## src/rtl/m_axil_cmd.sv

```systemverilog
// Single-outstanding command-to-AXI4-Lite master bridge.
// Accepts one read or write command, runs it on the AXI4-Lite bus, then returns a one-cycle response with a watchdog abort.
module m_axil_cmd #(
    parameter int unsigned ADDR_WIDTH = 10,
    parameter int unsigned TIMEOUT    = 1024
) (
    input  logic                  axi_clock,
    input  logic                  rst,

    input  logic                  cmd_valid,
    output logic                  cmd_ready,
    input  logic                  cmd_write,
    input  logic [ADDR_WIDTH+1:0] cmd_addr,
    input  logic [31:0]           cmd_wdata,
    input  logic [3:0]            cmd_wstrb,

    output logic                  rsp_valid,
    output logic [31:0]           rsp_rdata,
    output logic [1:0]            rsp_resp,

    output logic [ADDR_WIDTH+1:0] m_axil_awaddr,
    output logic [2:0]            m_axil_awprot,
    output logic                  m_axil_awvalid,
    input  logic                  m_axil_awready,

    output logic [31:0]           m_axil_wdata,
    output logic [3:0]            m_axil_wstrb,
    output logic                  m_axil_wvalid,
    input  logic                  m_axil_wready,

    input  logic [1:0]            m_axil_bresp,
    input  logic                  m_axil_bvalid,
    output logic                  m_axil_bready,

    output logic [ADDR_WIDTH+1:0] m_axil_araddr,
    output logic [2:0]            m_axil_arprot,
    output logic                  m_axil_arvalid,
    input  logic                  m_axil_arready,

    input  logic [31:0]           m_axil_rdata,
    input  logic [1:0]            m_axil_rresp,
    input  logic                  m_axil_rvalid,
    output logic                  m_axil_rready
);

    localparam int unsigned AW      = ADDR_WIDTH + 2;
    localparam int unsigned CNT_W   = 16;
    localparam int unsigned TO_LAST = (TIMEOUT == 0) ? 32'd0 : TIMEOUT - 32'd1;

    typedef enum logic [2:0] {
        S_IDLE       = 3'd0,
        S_WADDR_DATA = 3'd1,
        S_WRESP      = 3'd2,
        S_RADDR      = 3'd3,
        S_RDATA      = 3'd4,
        S_DONE       = 3'd5
    } state_t;

    state_t              r_state;
    state_t              w_state_nxt;

    logic [AW-1:0]       r_addr;
    logic [31:0]         r_wdata;
    logic [3:0]          r_wstrb;
    logic                r_aw_done;
    logic                r_w_done;
    logic [CNT_W-1:0]    r_cnt;

    logic                r_cmd_ready;
    logic                r_awvalid;
    logic                r_wvalid;
    logic                r_bready;
    logic                r_arvalid;
    logic                r_rready;
    logic                r_rsp_valid;
    logic [31:0]         r_rsp_rdata;
    logic [1:0]          r_rsp_resp;

    logic                w_accept;
    logic                w_aw_hs;
    logic                w_w_hs;
    logic                w_ar_hs;
    logic                w_b_hs;
    logic                w_r_hs;
    logic                w_aw_done_eff;
    logic                w_w_done_eff;
    logic                w_active;
    logic [CNT_W-1:0]    w_cnt_inc;
    logic                w_timeout;

    logic                w_cmd_ready_nxt;
    logic                w_awvalid_nxt;
    logic                w_wvalid_nxt;
    logic                w_bready_nxt;
    logic                w_arvalid_nxt;
    logic                w_rready_nxt;
    logic                w_rsp_valid_nxt;
    logic [31:0]         w_rsp_rdata_nxt;
    logic [1:0]          w_rsp_resp_nxt;

    assign w_accept  = (r_state == S_IDLE) && cmd_valid && r_cmd_ready;
    assign w_aw_hs   = r_awvalid && m_axil_awready;
    assign w_w_hs    = r_wvalid && m_axil_wready;
    assign w_ar_hs   = r_arvalid && m_axil_arready;
    assign w_b_hs    = r_bready && m_axil_bvalid;
    assign w_r_hs    = r_rready && m_axil_rvalid;

    // Handshake-done flags only carry meaning while the write phase continues.
    assign w_aw_done_eff = (w_state_nxt == S_WADDR_DATA) && (r_aw_done || w_aw_hs);
    assign w_w_done_eff  = (w_state_nxt == S_WADDR_DATA) && (r_w_done || w_w_hs);

    assign w_active  = (r_state == S_WADDR_DATA) || (r_state == S_WRESP) ||
                       (r_state == S_RADDR)      || (r_state == S_RDATA);
    assign w_cnt_inc = (r_cnt == '1) ? r_cnt : r_cnt + 16'd1;
    assign w_timeout = w_active && (32'(w_cnt_inc) >= TO_LAST);

    // State register.
    always_ff @(posedge axi_clock or posedge rst) begin
        if (rst) begin
            r_state <= S_IDLE;
        end else begin
            r_state <= w_state_nxt;
        end
    end

    // Next-state logic; the watchdog overrides any pending phase.
    always_comb begin
        w_state_nxt = r_state;
        case (r_state)
            S_IDLE: begin
                if (w_accept) begin
                    w_state_nxt = cmd_write ? S_WADDR_DATA : S_RADDR;
                end
            end
            S_WADDR_DATA: begin
                if ((r_aw_done || w_aw_hs) && (r_w_done || w_w_hs)) begin
                    w_state_nxt = S_WRESP;
                end
            end
            S_WRESP: begin
                if (w_b_hs) begin
                    w_state_nxt = S_DONE;
                end
            end
            S_RADDR: begin
                if (w_ar_hs) begin
                    w_state_nxt = S_RDATA;
                end
            end
            S_RDATA: begin
                if (w_r_hs) begin
                    w_state_nxt = S_DONE;
                end
            end
            S_DONE: begin
                w_state_nxt = S_IDLE;
            end
            default: begin
                w_state_nxt = S_IDLE;
            end
        endcase
        if (w_timeout) begin
            w_state_nxt = S_DONE;
        end
    end

    // Output decode from the next state so every output leaves a flop.
    always_comb begin
        w_cmd_ready_nxt = 1'b0;
        w_awvalid_nxt   = 1'b0;
        w_wvalid_nxt    = 1'b0;
        w_bready_nxt    = 1'b0;
        w_arvalid_nxt   = 1'b0;
        w_rready_nxt    = 1'b0;
        w_rsp_valid_nxt = 1'b0;
        w_rsp_rdata_nxt = r_rsp_rdata;
        w_rsp_resp_nxt  = r_rsp_resp;
        case (w_state_nxt)
            S_IDLE:       w_cmd_ready_nxt = 1'b1;
            S_WADDR_DATA: begin
                w_awvalid_nxt = !w_aw_done_eff;
                w_wvalid_nxt  = !w_w_done_eff;
            end
            S_WRESP:      w_bready_nxt    = 1'b1;
            S_RADDR:      w_arvalid_nxt   = 1'b1;
            S_RDATA:      w_rready_nxt    = 1'b1;
            S_DONE:       w_rsp_valid_nxt = 1'b1;
            default:      w_cmd_ready_nxt = 1'b0;
        endcase
        if (w_timeout) begin
            w_rsp_rdata_nxt = 32'd0;
            w_rsp_resp_nxt  = 2'b11;
        end else if ((r_state == S_WRESP) && w_b_hs) begin
            w_rsp_rdata_nxt = 32'd0;
            w_rsp_resp_nxt  = m_axil_bresp;
        end else if ((r_state == S_RDATA) && w_r_hs) begin
            w_rsp_rdata_nxt = m_axil_rdata;
            w_rsp_resp_nxt  = m_axil_rresp;
        end
    end

    // Registered outputs.
    always_ff @(posedge axi_clock or posedge rst) begin
        if (rst) begin
            r_cmd_ready <= 1'b1;
            r_awvalid   <= 1'b0;
            r_wvalid    <= 1'b0;
            r_bready    <= 1'b0;
            r_arvalid   <= 1'b0;
            r_rready    <= 1'b0;
            r_rsp_valid <= 1'b0;
            r_rsp_rdata <= 32'd0;
            r_rsp_resp  <= 2'b00;
        end else begin
            r_cmd_ready <= w_cmd_ready_nxt;
            r_awvalid   <= w_awvalid_nxt;
            r_wvalid    <= w_wvalid_nxt;
            r_bready    <= w_bready_nxt;
            r_arvalid   <= w_arvalid_nxt;
            r_rready    <= w_rready_nxt;
            r_rsp_valid <= w_rsp_valid_nxt;
            r_rsp_rdata <= w_rsp_rdata_nxt;
            r_rsp_resp  <= w_rsp_resp_nxt;
        end
    end

    // Command payload, write-phase progress and watchdog counter.
    always_ff @(posedge axi_clock or posedge rst) begin
        if (rst) begin
            r_addr    <= '0;
            r_wdata   <= 32'd0;
            r_wstrb   <= 4'd0;
            r_aw_done <= 1'b0;
            r_w_done  <= 1'b0;
            r_cnt     <= '0;
        end else begin
            if (w_accept) begin
                r_addr  <= cmd_addr;
                r_wdata <= cmd_wdata;
                r_wstrb <= cmd_wstrb;
            end
            r_aw_done <= w_aw_done_eff;
            r_w_done  <= w_w_done_eff;
            if (w_accept) begin
                r_cnt <= '0;
            end else if (w_active) begin
                r_cnt <= w_cnt_inc;
            end
        end
    end

    assign cmd_ready      = r_cmd_ready;
    assign rsp_valid      = r_rsp_valid;
    assign rsp_rdata      = r_rsp_rdata;
    assign rsp_resp       = r_rsp_resp;

    assign m_axil_awaddr  = r_addr;
    assign m_axil_awprot  = 3'b000;
    assign m_axil_awvalid = r_awvalid;
    assign m_axil_wdata   = r_wdata;
    assign m_axil_wstrb   = r_wstrb;
    assign m_axil_wvalid  = r_wvalid;
    assign m_axil_bready  = r_bready;
    assign m_axil_araddr  = r_addr;
    assign m_axil_arprot  = 3'b000;
    assign m_axil_arvalid = r_arvalid;
    assign m_axil_rready  = r_rready;

endmodule

```

## config.mk

```make
export PLATFORM = sky130hd
export DESIGN_NAME = m_axil_cmd
export DESIGN_NICKNAME = d
export VERILOG_FILES = /design/src/rtl/m_axil_cmd.sv
export SDC_FILE = /design/constraint.sdc
export NUM_CORES = 1
export LEC_CHECK = 0
export BUFFER_PORTS_ARGS = -buffer_cell sky130_fd_sc_hd__buf_2
export CAP_MARGIN = 20
export CORE_MARGIN = 4
export CORE_UTILIZATION = 50
export CTS_BUF_LIST = sky130_fd_sc_hd__clkbuf_2
export CTS_CLUSTER_SIZE = 25
export DETAILED_ROUTE_END_ITERATION = 12
export HOLD_SLACK_MARGIN = 0.02
export PLACE_DENSITY = 0.78
export SYNTH_ARGS = -nofsm -noshare
export SYNTH_HDL_FRONTEND = slang
export SYNTH_SLANG_ARGS = --single-unit
```

## constraint.sdc

```tcl
create_clock -name axi_clock -period 6.17 [get_ports axi_clock]
set_input_delay 0.617 -clock axi_clock [delete_from_list [all_inputs] [get_ports axi_clock]]
set_output_delay 0.617 -clock axi_clock [all_outputs]
set_load 0.02 [all_outputs]
```

==> impl_metrics.env <==
export IMPL_outcome="finished, final reports clean"
export IMPL_grt_usage=0.208
export IMPL_power_density_mw_per_mm2=449
export IMPL_regArea_mm2=0.00275
export IMPL_grt_pass1_vias=4453
export IMPL_synth_top_cells_by_area="dfrtp_1, mux2_2, nor4_2"
export IMPL_r2r_cells=7
export IMPL_gp_congestion=0.904
export IMPL_synth_compound_area_frac=0.0620
export IMPL_start_util=0.520
export IMPL_cp_max_fo=41
export IMPL_nFillCells=865
export IMPL_yosys_area_top_type_share=0.504
export IMPL_htree_num_levels=3
export IMPL_synthArstFlopShare=1.00
export IMPL_dieArea_mm2=0.0126
export IMPL_cts_tree="yes"
export IMPL_antenna_found_initial=0
export IMPL_dpl_hpwl_um=9440
export IMPL_coreArea_mm2=0.0104
export IMPL_postCtsSetupRepairBufs=0
export IMPL_syn2layout_area_growth_pct=18.8
export IMPL_vias_per_cell=5.52
export IMPL_fin_skew_ns=0.0401
export IMPL_cts_made_buffers=9
export IMPL_worst_slew_pin_slew_ns=1.04
export IMPL_synth_distinct_cells=55
export IMPL_drt_total_wl_um=12900
export IMPL_dp_cells=732
export IMPL_yosys_register_bits=110
export IMPL_mostFrequentLayoutCells="buf_2, dfrtp_1, mux2_2"
export IMPL_synth_simple_area_share=0.184
export IMPL_vias=4133
export IMPL_fmax_mhz=346
export IMPL_setup_viol=0
export IMPL_synthXorXnorAreaFrac=0.00809
export IMPL_final_max_slew_viol_count=0
export IMPL_grt_pass1_wl_um=21800
export IMPL_ctsHoldBuffers=0
export IMPL_synth_edf_count=0
export IMPL_yosysTopAreaCell="dfrtp_1"
export IMPL_ys_seq_area_frac=0.509
export IMPL_ioPinCount=200
export IMPL_crit_type="register to register"
export IMPL_cap_violations=0
export IMPL_synth_top_family_by_area="simple AND/OR/NAND/NOR gates"
export IMPL_n_antenna_cell=0
export IMPL_drc=0
export IMPL_path_clk_slew_ns=0.29
export IMPL_place_area_mm2=0.00632
export IMPL_ant_nets=0
export IMPL_dieHeight_um=112
export IMPL_fin_nets=702
export IMPL_period_needed_ns=2.89
export IMPL_synthAdderAreaFrac=0.00231
export IMPL_mostFrequentLayoutCell="buf_2"
export IMPL_vdd_drop_max_mv=0.290
export IMPL_synth_flop_cell="dfrtp_1"
export IMPL_required_ns=6.64
export IMPL_grt_max_degree=68
export IMPL_holdPathStages=2
export IMPL_clock_latency_ns=0.53
export IMPL_finalNonFillerCells=749
export IMPL_slowest_stage="and4_4"
export IMPL_layout_drive_gt1_share=0.511
export IMPL_cts_root_buf="clkbuf_2"
export IMPL_port_buffers=193
export IMPL_syn_inst=443
export IMPL_hold_violations=0
export IMPL_worst_ep_arrival_time_ns=3.36
export IMPL_die_w_um=112
export IMPL_final_area_mm2=0.00643
export IMPL_max_stage_delay_ns=0.68
export IMPL_synthMuxAreaShare=0.171
export IMPL_multi_input_area_mm2=0.00236
export IMPL_grt_ovfl_total=0
export IMPL_syn_avg_cell_area_um2=12.2
export IMPL_power_uw=2880
export IMPL_critPathCaptureType="register"
export IMPL_hp_class="input port to register"
export IMPL_drtPass1Iterations=4
export IMPL_clk_path_buf_depth=2
export IMPL_cellLeakagePower_uw=0.00298
export IMPL_cts_resized=0
export IMPL_tns_ns=0
export IMPL_crit_chain="ha_1 -> nand3_2 -> nor4_2 -> nand2_1 -> o21ai_1 -> and4_4 -> or3_1"
export IMPL_wire_per_inst_um=17.2
export IMPL_cts_sinks=110
export IMPL_netlist_area_mm2=0.00541
export IMPL_rows=37
export IMPL_yosys_warnings=0
export IMPL_cp_start_kind="register"
export IMPL_fin_crit_sh=0.469
export IMPL_drt_initial_drc_count=238
export IMPL_whs_ns=0.295
export IMPL_slew_headroom=0.304
export IMPL_rsz0062_at_grt="no"
-- path summary, 6_finish.rpt --
check | from | endpoint | slack (ns)
min in group asynchronous | rst | rsp_rdata[25]$_DFFE_PP0P_ | 0.63
max in group asynchronous | rst | r_cnt[0]$_DFFE_PP0P_ | 4.29
max reg2reg | r_cnt[0]$_DFFE_PP0P_ | r_state[0]$_DFF_PP0_ | 3.28
min | cmd_wdata[0] | m_axil_wdata[0]$_DFFE_PP0N_ | 0.30
min reg2reg | r_w_done$_DFF_PP0_ | m_axil_wvalid$_DFF_PP0_ | 0.52
max | r_cnt[0]$_DFFE_PP0P_ | r_state[0]$_DFF_PP0_ | 3.28
-- layer usage --
layer	track usage	up-vias	routed length [um]
met3	0.0636	4	1240
met4	0.0561	0	76
met2	0.341	190	6400
met1	0.271	1999	5130
li1	-	1940	-
met5	0	-	0
-- state kept, by name, summed over array words and instances (netlist names) --
name and flops:
m_axil_arvalid 1, r_cnt 16, r_w_done 1, m_axil_araddr 12
r_aw_done 1, rsp_rdata 32, cmd_ready 1, m_axil_wstrb 4
m_axil_wvalid 1, rsp_valid 1, m_axil_wdata 32, m_axil_rready 1
r_state 3, rsp_resp 2, m_axil_awvalid 1, m_axil_bready 1
-- synthesized netlist by cell type, drive strengths merged, types with 2 or more instances --
| cell | instances |
|---|---|
| dfrtp | 109 |
| mux2 | 51 |
| nor4 | 39 |
| buf | 38 |
| mux2i | 35 |
| o21ai | 22 |
| nand2 | 15 |
| nand3 | 14 |
| a21oi | 12 |
| clkbuf | 12 |
| nor3 | 12 |
| nor2 | 11 |
| nand4 | 10 |
| inv | 6 |
| and4 | 5 |
| or3 | 5 |
| nand2b | 4 |
| a211oi | 3 |
| a31oi | 3 |
| and3 | 3 |
| xor2 | 3 |
| a41oi | 2 |
| nand3b | 2 |
| nand4b | 2 |
| o211ai | 2 |
| o22ai | 2 |
| xnor2 | 2 |
-- logic make-up (layout without fill, tap and decap cells) --
family,count (synthesis),after routing
simple gates,130,130
flops,110,110
mux,86,86
buf+inv,57,222
compound gates,53,53
xor+xnor,5,5
fa+ha+maj,1,1
other cells,1,6
-- cell type report --
type / count / share of cell area
Sequential cell: 110 / 0.429
Multi-Input combinational cell: 281 / 0.368
Timing Repair Buffer: 199 / 0.158
Tap cell: 136 / 0.0265
Clock buffer: 11 / 0.00857
Clock inverter: 5 / 0.00662
Inverter: 7 / 0.00448
-- per-stage QoR --
step / utilization / setup slack [ns]
6_report: 0.617 / 3.28
5_1_grt: 0.617 / 3.04
4_1_cts: 0.616 / 3.32
3_5_place_dp: 0.607 / 3.33
3_3_place_gp: 0.607 / 3.42
2_1_floorplan: - / 2.65
-- critical path, delay by kind of cell (launching register included) --
family	cells	cell delay (ns)
fa+ha+maj	1	0.38
flops	1	0.47
simple gates	5	1.84
compound gates	1	0.14
-- power breakdown --
part           total, uW  switching (uW)  internal, uW
clock                292             230          61.5
sequential          1170             192           982
combinational       1420             890           529
Note: power is estimated with default switching activity, not from simulation.
